[src/rtl/button_debouncer_pkg.sv]
// Shared types and defaults for the button debouncer: FSM encoding and size constants.
package button_debouncer_pkg;

  typedef enum logic [1:0] {
    IDLE_LO = 2'd0,
    WAIT_HI = 2'd1,
    IDLE_HI = 2'd2,
    WAIT_LO = 2'd3
  } deb_state_e;

  localparam int DEF_SYNC_STAGES   = 2;
  localparam int DEF_STABLE_CYCLES = 1000000;
  localparam int DEF_CNT_WIDTH     = 20;

  function automatic logic is_wait(deb_state_e s);
    return (s == WAIT_HI) || (s == WAIT_LO);
  endfunction

endpackage

[src/rtl/button_debouncer_if.sv]
// Signal bundle between a raw input source and the debouncer.
// Edge strobes exist only when DEB_EDGE_PULSE_EN is defined.
interface button_debouncer_if;
  logic din_raw;
  logic db_out;
  logic busy;
`ifdef DEB_EDGE_PULSE_EN
  logic rise;
  logic fall;

  modport master (output din_raw, input db_out, input busy, input rise, input fall);
  modport slave  (input din_raw, output db_out, output busy, output rise, output fall);
`else
  modport master (output din_raw, input db_out, input busy);
  modport slave  (input din_raw, output db_out, output busy);
`endif
endinterface

[src/rtl/button_debouncer_sync_nff.sv]
// N-flop synchronizer with synchronous active-high reset to 0; shared by input stages.
module sync_nff #(
  parameter int N = 2
) (
  input  logic clk,
  input  logic rst,
  input  logic d_i,
  output logic q_o
);

  logic [N-1:0] sync_q;
  logic [N-1:0] sync_d;

  assign sync_d = {sync_q[N-2:0], d_i};

  always_ff @(posedge clk) begin
    if (rst) sync_q <= '0;
    else     sync_q <= sync_d;
  end

  assign q_o = sync_q[N-1];

endmodule

[src/rtl/button_debouncer.sv]
// Debouncer: synchronizer, stability-counter FSM, registered level and optional edge strobes.
// Define DEB_EDGE_PULSE_EN to build the rise/fall strobe outputs.
module button_debouncer
  import button_debouncer_pkg::*;
#(
  parameter int SYNC_STAGES   = DEF_SYNC_STAGES,
  parameter int STABLE_CYCLES = DEF_STABLE_CYCLES,
  parameter int CNT_WIDTH     = DEF_CNT_WIDTH
) (
  input logic              clk,
  input logic              rst,
  button_debouncer_if.slave bus
);

  localparam logic [CNT_WIDTH-1:0] CNT_LAST = CNT_WIDTH'(STABLE_CYCLES - 1);
  localparam logic [CNT_WIDTH-1:0] CNT_ONE  = CNT_WIDTH'(1);

  logic din_s;

  sync_nff #(.N(SYNC_STAGES)) u_sync (
    .clk (clk),
    .rst (rst),
    .d_i (bus.din_raw),
    .q_o (din_s)
  );

  deb_state_e           state_q, state_d;
  logic [CNT_WIDTH-1:0] cnt_q,   cnt_d;
  logic                 db_q,    db_d;

  // Any disagreement with the candidate level drops back to IDLE with no partial credit.
  always_comb begin
    state_d = state_q;
    cnt_d   = cnt_q;
    db_d    = db_q;
    case (state_q)
      IDLE_LO: begin
        if (din_s) begin
          state_d = WAIT_HI;
          cnt_d   = CNT_ONE;
        end
      end
      WAIT_HI: begin
        if (!din_s) begin
          state_d = IDLE_LO;
          cnt_d   = '0;
        end else if (cnt_q == CNT_LAST) begin
          state_d = IDLE_HI;
          db_d    = 1'b1;
          cnt_d   = '0;
        end else begin
          cnt_d   = cnt_q + CNT_ONE;
        end
      end
      IDLE_HI: begin
        if (!din_s) begin
          state_d = WAIT_LO;
          cnt_d   = CNT_ONE;
        end
      end
      WAIT_LO: begin
        if (din_s) begin
          state_d = IDLE_HI;
          cnt_d   = '0;
        end else if (cnt_q == CNT_LAST) begin
          state_d = IDLE_LO;
          db_d    = 1'b0;
          cnt_d   = '0;
        end else begin
          cnt_d   = cnt_q + CNT_ONE;
        end
      end
      default: begin
        state_d = IDLE_LO;
        cnt_d   = '0;
        db_d    = 1'b0;
      end
    endcase
  end

  always_ff @(posedge clk) begin
    if (rst) begin
      state_q <= IDLE_LO;
      cnt_q   <= '0;
      db_q    <= 1'b0;
    end else begin
      state_q <= state_d;
      cnt_q   <= cnt_d;
      db_q    <= db_d;
    end
  end

  assign bus.db_out = db_q;
  assign bus.busy   = is_wait(state_q);

`ifdef DEB_EDGE_PULSE_EN
  // Strobes are registered alongside db_q, so they sit high for the cycle after the toggle.
  logic rise_q, rise_d;
  logic fall_q, fall_d;

  assign rise_d = !db_q &&  db_d;
  assign fall_d =  db_q && !db_d;

  always_ff @(posedge clk) begin
    if (rst) begin
      rise_q <= 1'b0;
      fall_q <= 1'b0;
    end else begin
      rise_q <= rise_d;
      fall_q <= fall_d;
    end
  end

  assign bus.rise = rise_q;
  assign bus.fall = fall_q;
`endif

endmodule

[src/flat_wrapper.sv]
// flat-port wrapper written by rule: the top's interface ports become plain ports
module button_debouncer_flat import button_debouncer_pkg::*;
#(
  parameter int SYNC_STAGES   = DEF_SYNC_STAGES,
  parameter int STABLE_CYCLES = DEF_STABLE_CYCLES,
  parameter int CNT_WIDTH     = DEF_CNT_WIDTH
)
  (clk, rst, bus_din_raw, bus_db_out, bus_busy);
  button_debouncer_if bus_i ();
  input logic clk;
  input logic rst;
  input wire logic [$bits(bus_i.din_raw)-1:0] bus_din_raw;
  output wire logic [$bits(bus_i.db_out)-1:0] bus_db_out;
  output wire logic [$bits(bus_i.busy)-1:0] bus_busy;
  assign bus_i.din_raw = bus_din_raw;
  assign bus_db_out = bus_i.db_out;
  assign bus_busy = bus_i.busy;
  button_debouncer #(.SYNC_STAGES(SYNC_STAGES), .STABLE_CYCLES(STABLE_CYCLES), .CNT_WIDTH(CNT_WIDTH)) u_core (.clk(clk), .rst(rst), .bus(bus_i));
endmodule
[config.mk]
export PLATFORM = sky130hd
export DESIGN_NAME = button_debouncer_flat
export DESIGN_NICKNAME = d
export VERILOG_FILES = /design/src/rtl/button_debouncer_pkg.sv /design/src/rtl/button_debouncer_if.sv /design/src/rtl/button_debouncer_sync_nff.sv /design/src/rtl/button_debouncer.sv /design/src/flat_wrapper.sv
export SDC_FILE = /design/constraint.sdc
export NUM_CORES = 1
export LEC_CHECK = 0
export BUFFER_PORTS_ARGS = -buffer_cell sky130_fd_sc_hd__buf_4
export CAP_MARGIN = 40
export CORE_ASPECT_RATIO = 0.7
export CORE_UTILIZATION = 35
export CTS_CLUSTER_SIZE = 30
export DETAILED_ROUTE_END_ITERATION = 10
export GPL_TIMING_DRIVEN = 0
export PLACE_DENSITY = 0.54
export SLEW_MARGIN = 20
export SYNTH_ARGS = -nofsm -noshare
export SYNTH_HDL_FRONTEND = slang
export SYNTH_SLANG_ARGS = --single-unit
[constraint.sdc]
create_clock -name clk -period 2.7 [get_ports clk]
set_input_delay 0.27 -clock clk [delete_from_list [all_inputs] [get_ports clk]]
set_output_delay 0.27 -clock clk [all_outputs]
set_load 0.01 [all_outputs]
## Word level (Yosys, flattened, before mapping)

Index checks and enable logic that the tools add are counted.

| word-level totals | value |
|---|---|
| input port bits | 3 |
| register bits | 25 |
| output and inout port bits | 2 |
| word-level logic and storage cells | 41 |

| cells by class | value |
|---|---|
| multiplexer cells | 18 |
| add/sub/neg operators | 1 |
| equality and inequality tests | 12 |
| reduce and logical (&&, ||, !) cells | 6 |

Operators with widths:

| kind | count |
|---|---|
| $mux W20 | 5 |
| $pmux W20 S4 | 1 |
| $add A20 B1 Y20 const B | 1 |
| $eq A20 B20 Y1 const B | 1 |
| $mux W2 | 6 |
| $ne A2 B2 Y1 const B | 4 |
| $pmux W2 S4 | 1 |
| $ne A3 B2 Y1 const B | 2 |
| $reduce_and A5 Y1 | 1 |
| $eq A2 B2 Y1 const B | 2 |
| $mux W1 | 4 |
| $ne A2 B1 Y1 const B | 2 |
| $reduce_and A4 Y1 | 1 |
| $eq A2 B1 Y1 const B | 1 |
| $logic_not A2 Y1 | 1 |
| $pmux W1 S2 | 1 |
| $reduce_and A2 Y1 | 1 |
| $reduce_bool A2 Y1 | 1 |
| $logic_or A1 B1 Y1 | 1 |

## Logic depth before layout (Yosys ltp)

| depth | value |
|---|---|
| word-level depth | 4 |
| gate-level depth with buffers | 7 |
| gate-level depth less buffers | 6 |

## Cells and area by module

A second synthesis with hierarchy kept.

| second synthesis, totals | value |
|---|---|
| cells, all modules | 153 |
| area, all modules | 1300.0 µm² |

Modules (own cells, without submodules):

| module | cells each | area an instance (µm²) | sequential area each (µm²) | instances |
|---|---|---|---|---|
| button_debouncer | 149 | 1247.4 | 460.4 | 1 |
| sync_nff | 4 | 52.6 | 40.0 | 1 |

## Worst setup path after synthesis

Ideal clock, no wire load.

| timing | value |
|---|---|
| path kind | register -> register |
| from | reg u_core.cnt_q[10] |
| to | reg u_core.cnt_q[13] |
| setup time | 114 ps |
| cell stages (with the launch flop) | 8 |
| required time | 2586 ps |
| clock period less this slack | 1897 ps |
| arrival time | 1783 ps |
| setup slack | 803 ps |
| path buffers | 2 |
| path through | dfxtp_1 -> buf_4 -> or4b_1 -> nor4_4 -> a211o_2 -> buf_6 -> o21ai_2 -> a21o_1 |

| between the ends | value |
|---|---|
| cells in the longest elaborated chain, start to end | 4 |
| elaborated cells on any way between the ends | 6 |
| classes of those cells | add/sub: 1; eq/ne: 1; mux: 4 |

Ends and longest elaborated chain:

| item | line | RTL |
|---|---|---|
| start: declaration | button_debouncer.sv:28 | `logic [CNT_WIDTH-1:0] cnt_q, cnt_d;` |
| start signal: assignment | button_debouncer.sv:88 | `cnt_q <= cnt_d;` |
| $add A20 B1 Y20 or $eq A20 B20 Y1 (tied branches) | n/a |  |
| $mux W20 * | button_debouncer.sv:47, button_debouncer.sv:65 |  |
| $mux W20 (on tied branches) | button_debouncer.sv:62, button_debouncer.sv:44 |  |
| $pmux W20 S4 * | button_debouncer.sv:36 | `case (state_q)` |

Mark *: on every way between the ends. The rest lies on a longest branch, timed or not.
A chain may end at the register's enable or synchronous reset.

## Worst setup path after layout

| timing | value |
|---|---|
| from | reg u_core.cnt_q[0] |
| to | reg u_core.cnt_q[18] |

The elaborated chain is that of the path after synthesis.

==> impl_results.md <==
- Number of global-route vias before repair: approximately 1.1k
- Worst EP required: 2.86 ns
- Post-route antenna net violation count: 0
- Slew HR: 0.5920
- DR vias: 1,225
- Final nets: 173
- Effective utilization at floorplan: 0.3782
- Setup violators final: 0
- CTS tree: built
- Slowest stage delay, CP: 0.55 ns
- Final Cell Area: 0.001509 mm2
- Hold Slack: 0.2180 ns
- Largest net degree at the start of global routing: 14
- Congestion Overflow GR: 0
- Core outline area: approximately 0.0036 mm2
- Initial antenna violation count: 0
- Synthesized flop and latch total: 25
- Detailed-route DRC error count: 0
- Unrepaired setup endpoints after global routing: false
- Hold Path Class: in2reg
- CTS sink count: 25
- Post-Place Cell Area: 0.001464 mm2
- Top-Level Pins: 5
- Post-Route Setup TNS: 0 ns
- First-pass GRT wire length: 5526 um
- Routability cong.: 0.8341
- Final period util: 0.8014
- CP cell instances: ha_1, nand4_1, nor3b_1, a211oi_4, buf_6, a32oi_2, nand2_1
- Post-synth EDFFs: 0
- Die Footprint: 0.004176 mm2
- Max Slew Vio Count: 0
- Netlist cell types: 47
- Mean Syn Cell Area: between 8 and 9 um2
- Kind of critical path: reg2reg
- Die Y: approximately 54 um
- Worst-margin pin slew: 0.6106 ns
- CP bufs+invs: 1
- Upper clock frequency limit: 0.4622 GHz
- Clk_skew: 0.001499 ns
- Post-CTS sizing: 0
- Area Overhead vs Synth: 10.04%
- GRT Util Overall: 0.1740
- Ant diodes: 0
- CTS Buf Count: 3
- Die X: 76.82 um
- Final Core Density: 0.4161
- R2R setup slack: about 0.54 ns
- Post-CTS Setup Inserts: 0
- Crit start category: register
- Worst EP arrival: ~2.3 ns
- Most common cell after layout, fill and taps aside: dfxtp_1
- Placed cell count: 214
- Max cap viols: 0
- Avg WL per Cell: 14.28 um
- Max Buffers Root-to-Sink: 2
- Synthesized cell area: 0.001371 mm2
- Slowest CP cell: nor3b_1
- Layout Cells excl Fill: around 220
- Leak: 0.0005568 uW
- Vias per Instance: 5.619
- CTS H-tree depth: 1
- Synth async-reset ratio: 0
- 1st-iter DRT viols: between 60 and 70
- Status: completed
- Worst vdd ir: 148.9 uV
- Top_reg_cell synth: dfxtp_1
- Post-Syn Instances: 160
- Final Hold Fails: 0
- Port bufs: 4
- # rows: 18
- Clk Latency, worst-skew pair: 0.27 ns
- Warnings from Yosys: 0
- Commonest cells after routing, fill and taps aside: dfxtp_1, nand2_1, a21oi_1, nand3_1, nor2_1
- Power Density: ~420 mW/mm2
- Share of the yosys chip area belonging to registers: 0.3650
- Final WL: around 3100 um
- Net count after synthesis: 164
- Minimum clock period: 2.164 ns
- Crit. End Element: register
- Clk root buf: clkbuf_8
- Layout cell share with drive strength beyond 1: 0.1548
- Crit path max-delay family: simple AND/OR/NAND/NOR gates
- Crit-path max FO: 10
- First-pass iteration count of the detailed router: 4
- Cts hold-fix bufs: 0
- Post-DP HPWL: between 2000 and 2500 um
- Clock transition at path regs: ~0.08 ns
[cell usage after synthesis, types with 2 or more instances]
master / instances / share of area
nor4b_1: 2 / 0.013
clkbuf_1: 4 / 0.011
clkbuf_2: 2 / 0.0073
dfxtp_1: 25 / 0.36
nor2_1: 9 / 0.025
nand2_1: 15 / 0.041
buf_4: 2 / 0.011
nand3_1: 10 / 0.036
o21ai_2: 2 / 0.013
a21oi_1: 11 / 0.040
buf_6: 2 / 0.016
nor3_1: 7 / 0.026
nand4_1: 8 / 0.036
nor4_1: 2 / 0.0091
xor2_1: 3 / 0.019
or3_1: 4 / 0.018
a31oi_1: 8 / 0.036
mux2i_1: 2 / 0.015
o21ai_0: 6 / 0.022
a21o_1: 7 / 0.038
nor2b_1: 2 / 0.0091
and3_1: 2 / 0.0091
[worst paths after layout]
path / cells past startpoint / endpoint / start
worst max-delay path: 7 / u_core.cnt_q[18] / u_core.cnt_q[0]
worst min-delay path: 2 / u_core.u_sync.sync_q[0] / bus_din_raw
worst max register to register: 7 / u_core.cnt_q[18] / u_core.cnt_q[0]
worst min register to register: 1 / u_core.u_sync.sync_q[1] / u_core.u_sync.sync_q[0]
[where the power goes]
group / switching (uW) / internal, uW
combinational: 20.3 / 14.7
clock: 116 / 106
sequential: 2.95 / 372
total: 140 / 493
[layer usage]
metal  routed length (um)  track usage
met1                 1745       0.2413
met3                  128      0.04500
met4                   25      0.04808
met5                    0            0
met2                 1214       0.2679
[final cells by class]
class / instances / area [um2]
Inverter: 1 / 3.754
Timing Repair Buffer: 4 / 30.03
Buffer: 11 / 67.56
Clock buffer: 4 / 45.04
Fill cell: 377 / 2117
Multi-Input combinational cell: 123 / 799.5
Sequential cell: 25 / 500.5
Tap cell: 50 / 62.56
[per-stage QoR]
stage	total power, uW	worst slack [ns]
floorplan	407.0	0.8026
global placement	418.2	0.5833
detailed placement	418.9	0.5702
CTS	644.1	0.5472
global route	664.2	0.2796
finish	632.3	0.5363
[logic make-up after synthesis]
family | count (synthesis) | synth area share
xor gates and xnor gates | 4 | 0.03103
muxes | 2 | 0.01460
buffers and inverters | 12 | 0.05199
DFF | 25 | 0.3650
and+or+nand+nor | 72 | 0.3020
adders and majority gates | 1 | 0.009123
AOI/OAI and AO/OA | 44 | 0.2263
[state kept, by name, indices dropped and copies added, names as in the netlist, named ones only]
name / flops
u_core.cnt_q: 20
u_core.u_sync.sync_q: 2
u_core.bus.db_out: 1
u_core.state_q: 1
Note: power is estimated with default switching activity, not from simulation.
